**config.mk**
```make
export PLATFORM = sky130hd
export DESIGN_NAME = rx_os_count_sequencer
export DESIGN_NICKNAME = d
export VERILOG_FILES = /design/src/rtl/rx_os_count_sequencer.sv
export SDC_FILE = /design/constraint.sdc
export NUM_CORES = 1
export LEC_CHECK = 0
export BUFFER_PORTS_ARGS = -buffer_cell sky130_fd_sc_hd__buf_2
export CAP_MARGIN = 20
export CORE_MARGIN = 4
export CORE_UTILIZATION = 50
export CTS_CLUSTER_DIAMETER = 100
export CTS_CLUSTER_SIZE = 20
export DETAILED_ROUTE_END_ITERATION = 10
export PLACE_DENSITY = 0.69
export SLEW_MARGIN = 30
export SYNTH_ARGS = -nofsm -noshare
export SYNTH_HDL_FRONTEND = slang
export SYNTH_SLANG_ARGS = --single-unit
```
**constraint.sdc**
```tcl
create_clock -name clk -period 4.22 [get_ports clk]
set_input_delay 0.211 -clock clk [delete_from_list [all_inputs] [get_ports clk]]
set_output_delay 0.211 -clock clk [all_outputs]
set_load 0.005 [all_outputs]
```
**src/rtl/rx_os_count_sequencer.sv**
```systemverilog
// Receive ordered-set count sequencer: clears the osChecker bank, counts consecutive
// matching ordered sets per active lane and reports success or timeout with a done pulse.
module rx_os_count_sequencer #(
  parameter int unsigned LANES = 16,
  parameter int unsigned CNT_W = 5,
  parameter int unsigned TMR_W = 24
) (
  input  logic             clk,
  input  logic             reset,
  input  logic             start,
  input  logic             abort,
  input  logic [4:0]       numberOfDetectedLanes,
  input  logic [CNT_W-1:0] targetCount,
  input  logic [TMR_W-1:0] timeoutCycles,
  input  logic [LANES-1:0] countUp,
  input  logic [LANES-1:0] resetCounters,
  output logic [LANES-1:0] resetOsCheckers,
  output logic             busy,
  output logic             done,
  output logic             success,
  output logic             timedOut,
  output logic [LANES-1:0] laneMet
);

  localparam logic [CNT_W-1:0] CNT_MAX = '1;

  typedef enum logic [1:0] {
    S_IDLE  = 2'd0,
    S_ARM   = 2'd1,
    S_COUNT = 2'd2,
    S_DONE  = 2'd3
  } state_t;

  state_t r_state;
  state_t w_next;

  logic [CNT_W-1:0] r_target;
  logic [TMR_W-1:0] r_tmo_cfg;
  logic [LANES-1:0] r_mask;
  logic [TMR_W-1:0] r_timer;
  logic [CNT_W-1:0] r_cnt [LANES];
  logic [LANES-1:0] r_lane_met;

  logic [LANES-1:0] r_rst_chk;
  logic             r_busy;
  logic             r_done;
  logic             r_success;
  logic             r_timed_out;

  int unsigned      w_n;
  logic [LANES-1:0] w_mask;
  logic [CNT_W-1:0] w_cnt_nxt [LANES];
  logic [LANES-1:0] w_met_nxt;
  logic             w_all_met;
  logic             w_expired;
  logic [LANES-1:0] w_rst_chk;
  logic             w_busy;
  logic             w_done;
  logic             w_success;
  logic             w_timed_out;

  // Lane count clamp (0 -> 1, above bank size -> bank size) and contiguous active mask
  always_comb begin
    w_n = 32'(numberOfDetectedLanes);
    if (w_n == 0) begin
      w_n = 1;
    end else if (w_n > LANES) begin
      w_n = LANES;
    end
    w_mask = '0;
    for (int unsigned i = 0; i < LANES; i++) begin
      w_mask[i] = (i < w_n);
    end
  end

  // Per-lane counter update: mismatch beats match, saturate at max, inactive lanes pinned to 0
  always_comb begin
    w_met_nxt = '0;
    for (int unsigned i = 0; i < LANES; i++) begin
      w_cnt_nxt[i] = r_cnt[i];
      if (!r_mask[i] || resetCounters[i]) begin
        w_cnt_nxt[i] = '0;
      end else if (countUp[i] && (r_cnt[i] != CNT_MAX)) begin
        w_cnt_nxt[i] = r_cnt[i] + CNT_W'(1);
      end
      w_met_nxt[i] = r_mask[i] && (w_cnt_nxt[i] >= r_target);
    end
  end

  assign w_all_met = ((r_lane_met & r_mask) == r_mask);
  assign w_expired = (r_timer == '0);

  always_ff @(posedge clk) begin
    if (reset) begin
      r_state <= S_IDLE;
    end else begin
      r_state <= w_next;
    end
  end

  // Next state and next values of the registered outputs
  always_comb begin
    w_next      = r_state;
    w_success   = r_success;
    w_timed_out = r_timed_out;
    case (r_state)
      S_IDLE:  if (start) w_next = S_ARM;
      S_ARM:   w_next = S_COUNT;
      S_COUNT: if (w_all_met || w_expired) w_next = S_DONE;
      S_DONE:  w_next = S_IDLE;
      default: w_next = S_IDLE;
    endcase
    if (abort) begin
      w_next = S_IDLE;
    end
    if (w_next == S_ARM) begin
      w_success   = 1'b0;
      w_timed_out = 1'b0;
    end
    if ((r_state == S_COUNT) && (w_next == S_DONE)) begin
      w_success   = w_all_met;
      w_timed_out = !w_all_met;
    end
    if (abort) begin
      w_success   = 1'b0;
      w_timed_out = 1'b0;
    end
    w_done    = (w_next == S_DONE);
    w_busy    = (w_next != S_IDLE);
    w_rst_chk = (w_next == S_COUNT) ? ~r_mask : '1;
  end

  always_ff @(posedge clk) begin
    if (reset) begin
      r_rst_chk   <= '1;
      r_busy      <= 1'b0;
      r_done      <= 1'b0;
      r_success   <= 1'b0;
      r_timed_out <= 1'b0;
    end else begin
      r_rst_chk   <= w_rst_chk;
      r_busy      <= w_busy;
      r_done      <= w_done;
      r_success   <= w_success;
      r_timed_out <= w_timed_out;
    end
  end

  // Configuration latch, counters and timer; results freeze once COUNT is left
  always_ff @(posedge clk) begin
    if (reset) begin
      r_target   <= '0;
      r_tmo_cfg  <= '0;
      r_mask     <= '0;
      r_timer    <= '0;
      r_lane_met <= '0;
      for (int unsigned i = 0; i < LANES; i++) begin
        r_cnt[i] <= '0;
      end
    end else begin
      if ((r_state == S_IDLE) && start && !abort) begin
        r_target  <= (targetCount == '0) ? CNT_W'(1) : targetCount;
        r_tmo_cfg <= timeoutCycles;
        r_mask    <= w_mask;
      end
      if (abort || (r_state == S_ARM)) begin
        r_lane_met <= '0;
        for (int unsigned i = 0; i < LANES; i++) begin
          r_cnt[i] <= '0;
        end
        if (!abort) begin
          r_timer <= r_tmo_cfg;
        end
      end else if ((r_state == S_COUNT) && (w_next == S_COUNT)) begin
        r_timer    <= r_timer - TMR_W'(1);
        r_lane_met <= w_met_nxt;
        for (int unsigned i = 0; i < LANES; i++) begin
          r_cnt[i] <= w_cnt_nxt[i];
        end
      end
    end
  end

  assign resetOsCheckers = r_rst_chk;
  assign busy            = r_busy;
  assign done            = r_done;
  assign success         = r_success;
  assign timedOut        = r_timed_out;
  assign laneMet         = r_lane_met;

endmodule

```
==> results of run 1 <==
## metal layers
layer	wire (µm)	track usage, %
met5	0	0
met4	493	6.514
met3	1323	3.767
met2	13540	39.69
met1	12050	28.00
## worst max path at each step
stage / from / end / slack [ps] / cells past startpoint
final: r_timer[0] / r_cnt[0][37] / 780 / 9
after detailed placement: r_timer[0] / r_cnt[0][39] / 840 / 9
after global placement: r_timer[0] / r_cnt[0][39] / 910 / 9
after floorplan: r_timer[0] / r_cnt[0][10] / 950 / 9
after global routing: r_timer[0] / r_cnt[0][37] / 580 / 9
after CTS: r_timer[0] / r_cnt[0][37] / 810 / 9
## logic make-up after synthesis
kind of cell | share of synthesized area (%)
buf+inv | 3.975
simple gates | 24.24
mux | 2.867
flops | 40.22
xor+xnor | 3.841
fa+ha+maj | 12.99
compound gates | 11.86
## repair_timing
| action | in CTS | in global routing |
|---|---|---|
| endpoints found under the hold margin | 1 | 0 |
| hold buffers | 1 | 0 |
| setup buffers | 0 | 0 |
## worst reg2reg max path, cell delays in order (launching register included)
cell and delay [ps]:
dfxtp_1 350, inv_1 70, ha_1 210, or4b_1 570
nor4_4 560, nor4b_4 460, o31ai_2 140, a21oi_4 420
inv_1 80, buf_4 280
## cell type report
cell class / instances / area (µm²)
multi-input combinational: 950 / 6255
sequential: 187 / 4496
timing repair buffer: 122 / 655.6
tap: 280 / 350.3
clock buffer: 20 / 456.7
clock inverter: 12 / 168.9
fill: 1999 / 9442
inverter: 18 / 67.56
## cells in the final DEF, fill, tap and decap left out, types with 5 or more instances in the layout
| cell | n |
|---|---|
| nor2_1 | 156 |
| nand2_1 | 126 |
| ha_1 | 116 |
| dfxtp_1 | 111 |
| buf_2 | 105 |
| a21oi_1 | 87 |
| edfxtp_1 | 75 |
| nor3_1 | 68 |
| nand2b_1 | 64 |
| xor2_1 | 48 |
| o21ai_0 | 40 |
| nor2b_1 | 34 |
| mux2i_1 | 32 |
| nand4_1 | 25 |
| a32o_1 | 22 |
| inv_1 | 18 |
| clkbuf_16 | 17 |
| and3_1 | 16 |
| buf_4 | 16 |
| nor3_2 | 11 |
| nand3_1 | 11 |
| a211oi_1 | 9 |
| nor4_1 | 8 |
| or3_1 | 7 |
| a311oi_1 | 7 |
| o22ai_1 | 7 |
| o32ai_1 | 5 |
## cells in the mapped netlist (all sizes together), types with 10 or more instances
master  number
a21oi       88
a32o        22
and3        16
buf         21
clkbuf      56
dfxtp      112
edfxtp      75
ha         116
inv         18
mux2i       32
nand2      127
nand2b      64
nand3       11
nand4       25
nor2       158
nor2b       34
nor3        79
nor4        10
o21ai       40
xor2        48
## stage by stage
| stage | util [%] | hold WS, ps | cells | total power [mW] |
|---|---|---|---|---|
| 2_1_floorplan | - | 347.0 | 1232 | 2.514 |
| 3_3_place_gp | 53.96 | 438.8 | 1556 | 2.690 |
| 3_5_place_dp | 53.97 | 441.4 | 1556 | 2.705 |
| 4_1_cts | 56.87 | 1.327 | 1589 | 4.413 |
| 5_1_grt | 56.87 | 8.667 | 1589 | 4.587 |
| 6_report | 56.87 | 10.70 | 1589 | 4.395 |
## sequential cells by signal, indices dropped and copies added, names as in the netlist
signal,flops
r_target,5
done,1
r_cnt,80
r_tmo_cfg,24
timedOut,1
success,1
busy,1
laneMet,16
r_mask,16
resetOsCheckers,16
r_state,2
r_timer,24
## power by group through the flow
stage / registers, mW / clock network (mW) / logic, mW
floorplan: 2.05 / 0 / 0.469
global placement: 2.07 / 0 / 0.622
detailed placement: 2.07 / 0 / 0.632
CTS: 2.03 / 1.74 / 0.639
global route: 2.04 / 1.82 / 0.721
finish: 2.03 / 1.72 / 0.639
==> flow_summary.ini, run 1 <==
[timing]
timing.setup.tns_ps = 0
slew-limit-headroom_pct = 35.08
hold_viol_final = 0
skew_ps = 11.27
timing.final.ws_setup_ps = 776.1
worst_pin_slew_ps = 968.0
finalCriticalPeriod_ps = 3444
finalSetupViolCount = 0
maxSlewViolCount = 0
finalCritPeriodShare_pct = 81.61
rsz0062_at_grt = no
max_freq_mhz = 290.4

[worst_setup_path]
crit_fanout = 35
path_cells = inv_1 > ha_1 > or4b_1 > nor4_4 > nor4b_4 > o31ai_2 > a21oi_4 > inv_1 > buf_4
cp_common_cell = inv_1
r2r-start = r_timer[0]
reg2reg_depth = 9
cp-end-kind = flip-flop
criticalPathCategory = flip-flop to flip-flop
path_delay_family = simple AND/OR/NAND/NOR gates
cp.arrival_ps = 3580
path_buf_inv = 3
cp_slowest_stage_delay_ps = 570
cp-start-kind = flip-flop
reg2reg_to = r_cnt[0][37]
cp_data_required_time_ps = 4360
slowest_stage = or4b_1
ff2ff_setup_slack_ps = 780

[power]
powerDensity_nw_per_um2 = 353.0
intPower_mw = 3.217
ir_drop_uv = 262.0
p_comb_share_pct = 14.5
clkPwrFrac_pct = 39.2
power.switching_mw = 1.177
switching_share_pct = 26.79
p_leak_nw = 4.934
seqPwrFrac_pct = 46.3

[cells_and_area]
insertedDiodeCount = 0
fin_area_um2 = 12450
final_nets = 1482
syn_to_final_growth_pct = 11.42
layout-drive-gt1-share_pct = 13.83

[min_path]
hold_depth = 3
worstHoldStart = timeoutCycles[8]
hp-class = input port to flip-flop
min_to = r_tmo_cfg[8]

[logic_synthesis]
ys_types = 60
yosysWarnings = 0
synth-async-reset-ratio_pct = 0
yosys_most_used_dff = dfxtp_1
synth_cells = 1232
syn_nets = 1418
synth_top_area_share_pct = 20.16
avgSynthCellArea_um2 = 9.069
syn_area_um2 = 11170
synth_area_leaders = edfxtp_1, dfxtp_1, ha_1, nor2_1, nand2_1
synth-seq-cells = 187
synth_seq_area_share_pct = 40.22
yosys.area.top_type = edfxtp_1
synth_edf_count = 75

[routing]
vias = 9025
viasPerCell = 5.680
antenna_left = 0
drc = 0
wire_per_inst_um = 17.25
first_pass_iters = 5
drtIter0Drc = 548
routed_wl_um = 27410

[floorplanning]
die-area_um2 = 24800
start_util_pct = 51.04
chipHeight_um = 157.5
ios = 106
fp.coreArea_um2 = 21890
chipWidth_um = 157.5
row_count = 54

[placement]
pre_cts_ws_ps = 837.0
gp_congestion = 0.8874
io_buffer_count = 105
place_hpwl_um = 19370
post_dp_cell_area_um2 = 11810

[global_route]
grt.overflow.total = 0
grt_pass1_wl_um = 44310
antenna_found_initial = 0
grt_start_max_net_pins = 46
grt_pass1_vias = 8835
grt.total_usage_pct = 22.37

[clock_tree]
numCtsBuffers = 17
cts_tree = yes
clk_path_buf_depth = 2
clk_pin_slew_ps = 70
htreeDepth = 4
cts.sinks = 187
clockRootBuffer = clkbuf_16
ctsResizeCount = 0
insertion_delay_ps = 440

[job]
cap_violations = 0

[status]
status = complete, no violations
Power figures use the tool's default switching activity.
==> run 2, diff against run 1 <==
--- a/config.mk
+++ b/config.mk
@@ -12,7 +12,7 @@
 export CTS_CLUSTER_DIAMETER = 100
 export CTS_CLUSTER_SIZE = 20
 export DETAILED_ROUTE_END_ITERATION = 10
-export PLACE_DENSITY = 0.69
+export PLACE_DENSITY = 0.72
 export SLEW_MARGIN = 30
 export SYNTH_ARGS = -nofsm -noshare
 export SYNTH_HDL_FRONTEND = slang
==> constraint.sdc (replaced) <==
create_clock -name clk -period 2.79 [get_ports clk]
set_input_delay 0.1395 -clock clk [delete_from_list [all_inputs] [get_ports clk]]
set_output_delay 0.1395 -clock clk [all_outputs]
set_load 0.005 [all_outputs]
==> run 2 against run 1 <==
Net effect: critical path depth rose by 1; first-iteration DRC count rose by 11%; clock skew rose by 3.6 ps; hold slack improved by 8.4 ps; die area did not move; power rose by 54%; clock power rose by 42%; setup slack got worse by 740 ps; sequential share of layout area fell by 4.0 points; critical path type unchanged; largest power group unchanged; final cell count rose by 8.6%; cell area rose by 13%; largest cell class unchanged.
==> flow_summary.ini, run 2 (same netlist as run 1, synthesis figures left out) <==
[cells_and_area]
fillerInstances = 1767
mostFrequentLayoutCells = nor2_1, nand2_1, buf_4
ff_latch_area_um2 = 4501
largest-register = r_cnt
layout_commonest_cell = nor2_1
multi_input_area_um2 = 6640
largest_register_ffs = 80
final_nets = 1618
insertedDiodeCount = 0
layout-drive-gt1-share_pct = 25.33
syn_to_final_growth_pct = 25.44
top_regs = r_cnt: 80 flops, r_timer: 24 flops, r_tmo_cfg: 24 flops

[worst_setup_path]
cp-end-kind = flip-flop
crit_fanout = 15
criticalPathCategory = flip-flop to flip-flop
cp_data_required_time_ps = 2980
path_cells = inv_2 > ha_4 > or4b_4 > nor4_4 > nor4b_4 > buf_4 > o31ai_4 > a21oi_4 > clkinvlp_4 > buf_12
cp.arrival_ps = 2950
ff2ff_setup_slack_ps = 30
cp-start-kind = flip-flop
slowest_stage = or4b_4
cp_slowest_stage_delay_ps = 510

[timing]
finalCriticalPeriod_ps = 2756
hold_ws_ps = 19.13
hold_viol_final = 0
slew-limit-headroom_pct = 48.69
rsz0062_at_grt = yes
skew_ps = 14.88
worst_pin_slew_ps = 769.6
finalCritPeriodShare_pct = 98.76
maxSlewViolCount = 0
timing.final.ws_setup_ps = 34.48
finalSetupViolCount = 0
max_freq_mhz = 362.9

[placement]
pre_cts_ws_ps = 14.86
io_buffer_count = 105
gp_congestion = 0.9138
place_hpwl_um = 20130

[global_route]
grt.overflow.total = 0
grt.total_usage_pct = 22.97
grt_pass1_wl_um = 45490
grt_pass1_vias = 9096
grt_start_max_net_pins = 61
antenna_found_initial = 0

[status]
status = complete, no violations

[routing]
routed_wl_um = 29620
vias = 9706
first_pass_iters = 7
wire_per_inst_um = 17.17
antenna_left = 0
viasPerCell = 5.627
drtIter0Drc = 608
drc = 0

[job]
cap_violations = 0

[min_path]
hp-class = input port to flip-flop

[power]
p_leak_nw = 5.654
powerDensity_nw_per_um2 = 484.3
ir_drop_uv = 404.6

[floorplanning]
ios = 106
chipHeight_um = 157.5
die-area_um2 = 24800
row_count = 54
start_util_pct = 51.04
chipWidth_um = 157.5
fp.coreArea_um2 = 21890

[clock_tree]
clk_path_buf_depth = 2
htreeDepth = 4
numCtsBuffers = 17
insertion_delay_ps = 440
cts_tree = yes
clk_pin_slew_ps = 80
clockRootBuffer = clkbuf_16
cts.sinks = 187
-- run 2: metrics by stage --
stage	utilization, %	power (mW)	cell area (µm²)	TNS [ps]	std cells
global route	64.03	7.072	14020	-6400	1725
floorplan	-	3.811	11200	-20720	1232
global placement	56.46	4.153	12360	0	1614
CTS	60.63	6.637	13270	0	1678
finish	64.03	6.788	14020	0	1725
detailed placement	56.49	4.188	12370	0	1614
-- run 2: layout make-up --
| type | count | area share [%] |
|---|---|---|
| Clock inverter | 10 | 0.7320 |
| Timing Repair Buffer | 257 | 13.23 |
| Tap cell | 280 | 2.500 |
| Timing Repair inverter | 1 | 0.05356 |
| Sequential cell | 187 | 32.11 |
| Multi-Input combinational cell | 950 | 47.38 |
| Clock buffer | 22 | 3.464 |
| Inverter | 18 | 0.5356 |
-- run 2: worst max-delay path: cells and delay by family (launching register included) --
kind                       cells  cell delay (ps)
AOI/OAI and AO/OA              2              280
adders and majority gates      1              150
buffers and inverters          4              670
DFF                            1              350
and+or+nand+nor                3             1050
-- run 2: worst paths after layout --
path	startpoint	to	depth (start not counted)
min	numberOfDetectedLanes[4]	r_mask[15]	3
max	r_timer[0]	r_cnt[0][33]	10
min reg2reg	r_mask[5]	resetOsCheckers[5]	1
max reg2reg	r_timer[0]	r_cnt[0][33]	10
-- run 2: where the power goes --
part	switching [mW]	leakage (nW)	internal, mW
sequential	0.0881	1.76	2.96
combinational	0.719	3.61	0.580
clock	1.09	0.291	1.35
total	1.90	5.65	4.89
-- run 2: what timing repair did --
item | CTS | global route
pin swaps | 0 | 79
resized for setup | 3 | 96
cloned | 0 | 3
setup buffers | 3 | 44
hold buffers | 29 | 0
setup endpoints to repair | 4 | 134
endpoints found under the hold margin | 29 | 0
-- run 2: per-layer routing --
layer  global-route usage (%)  vias to the layer above  share of wire, %
met5                        0                        -                 0
met4                    8.029                        0               2.6
met3                    3.354                       54               5.2
met2                    40.99                      283                51
met1                    28.32                     4568                42
li1                         -                     4801                 -
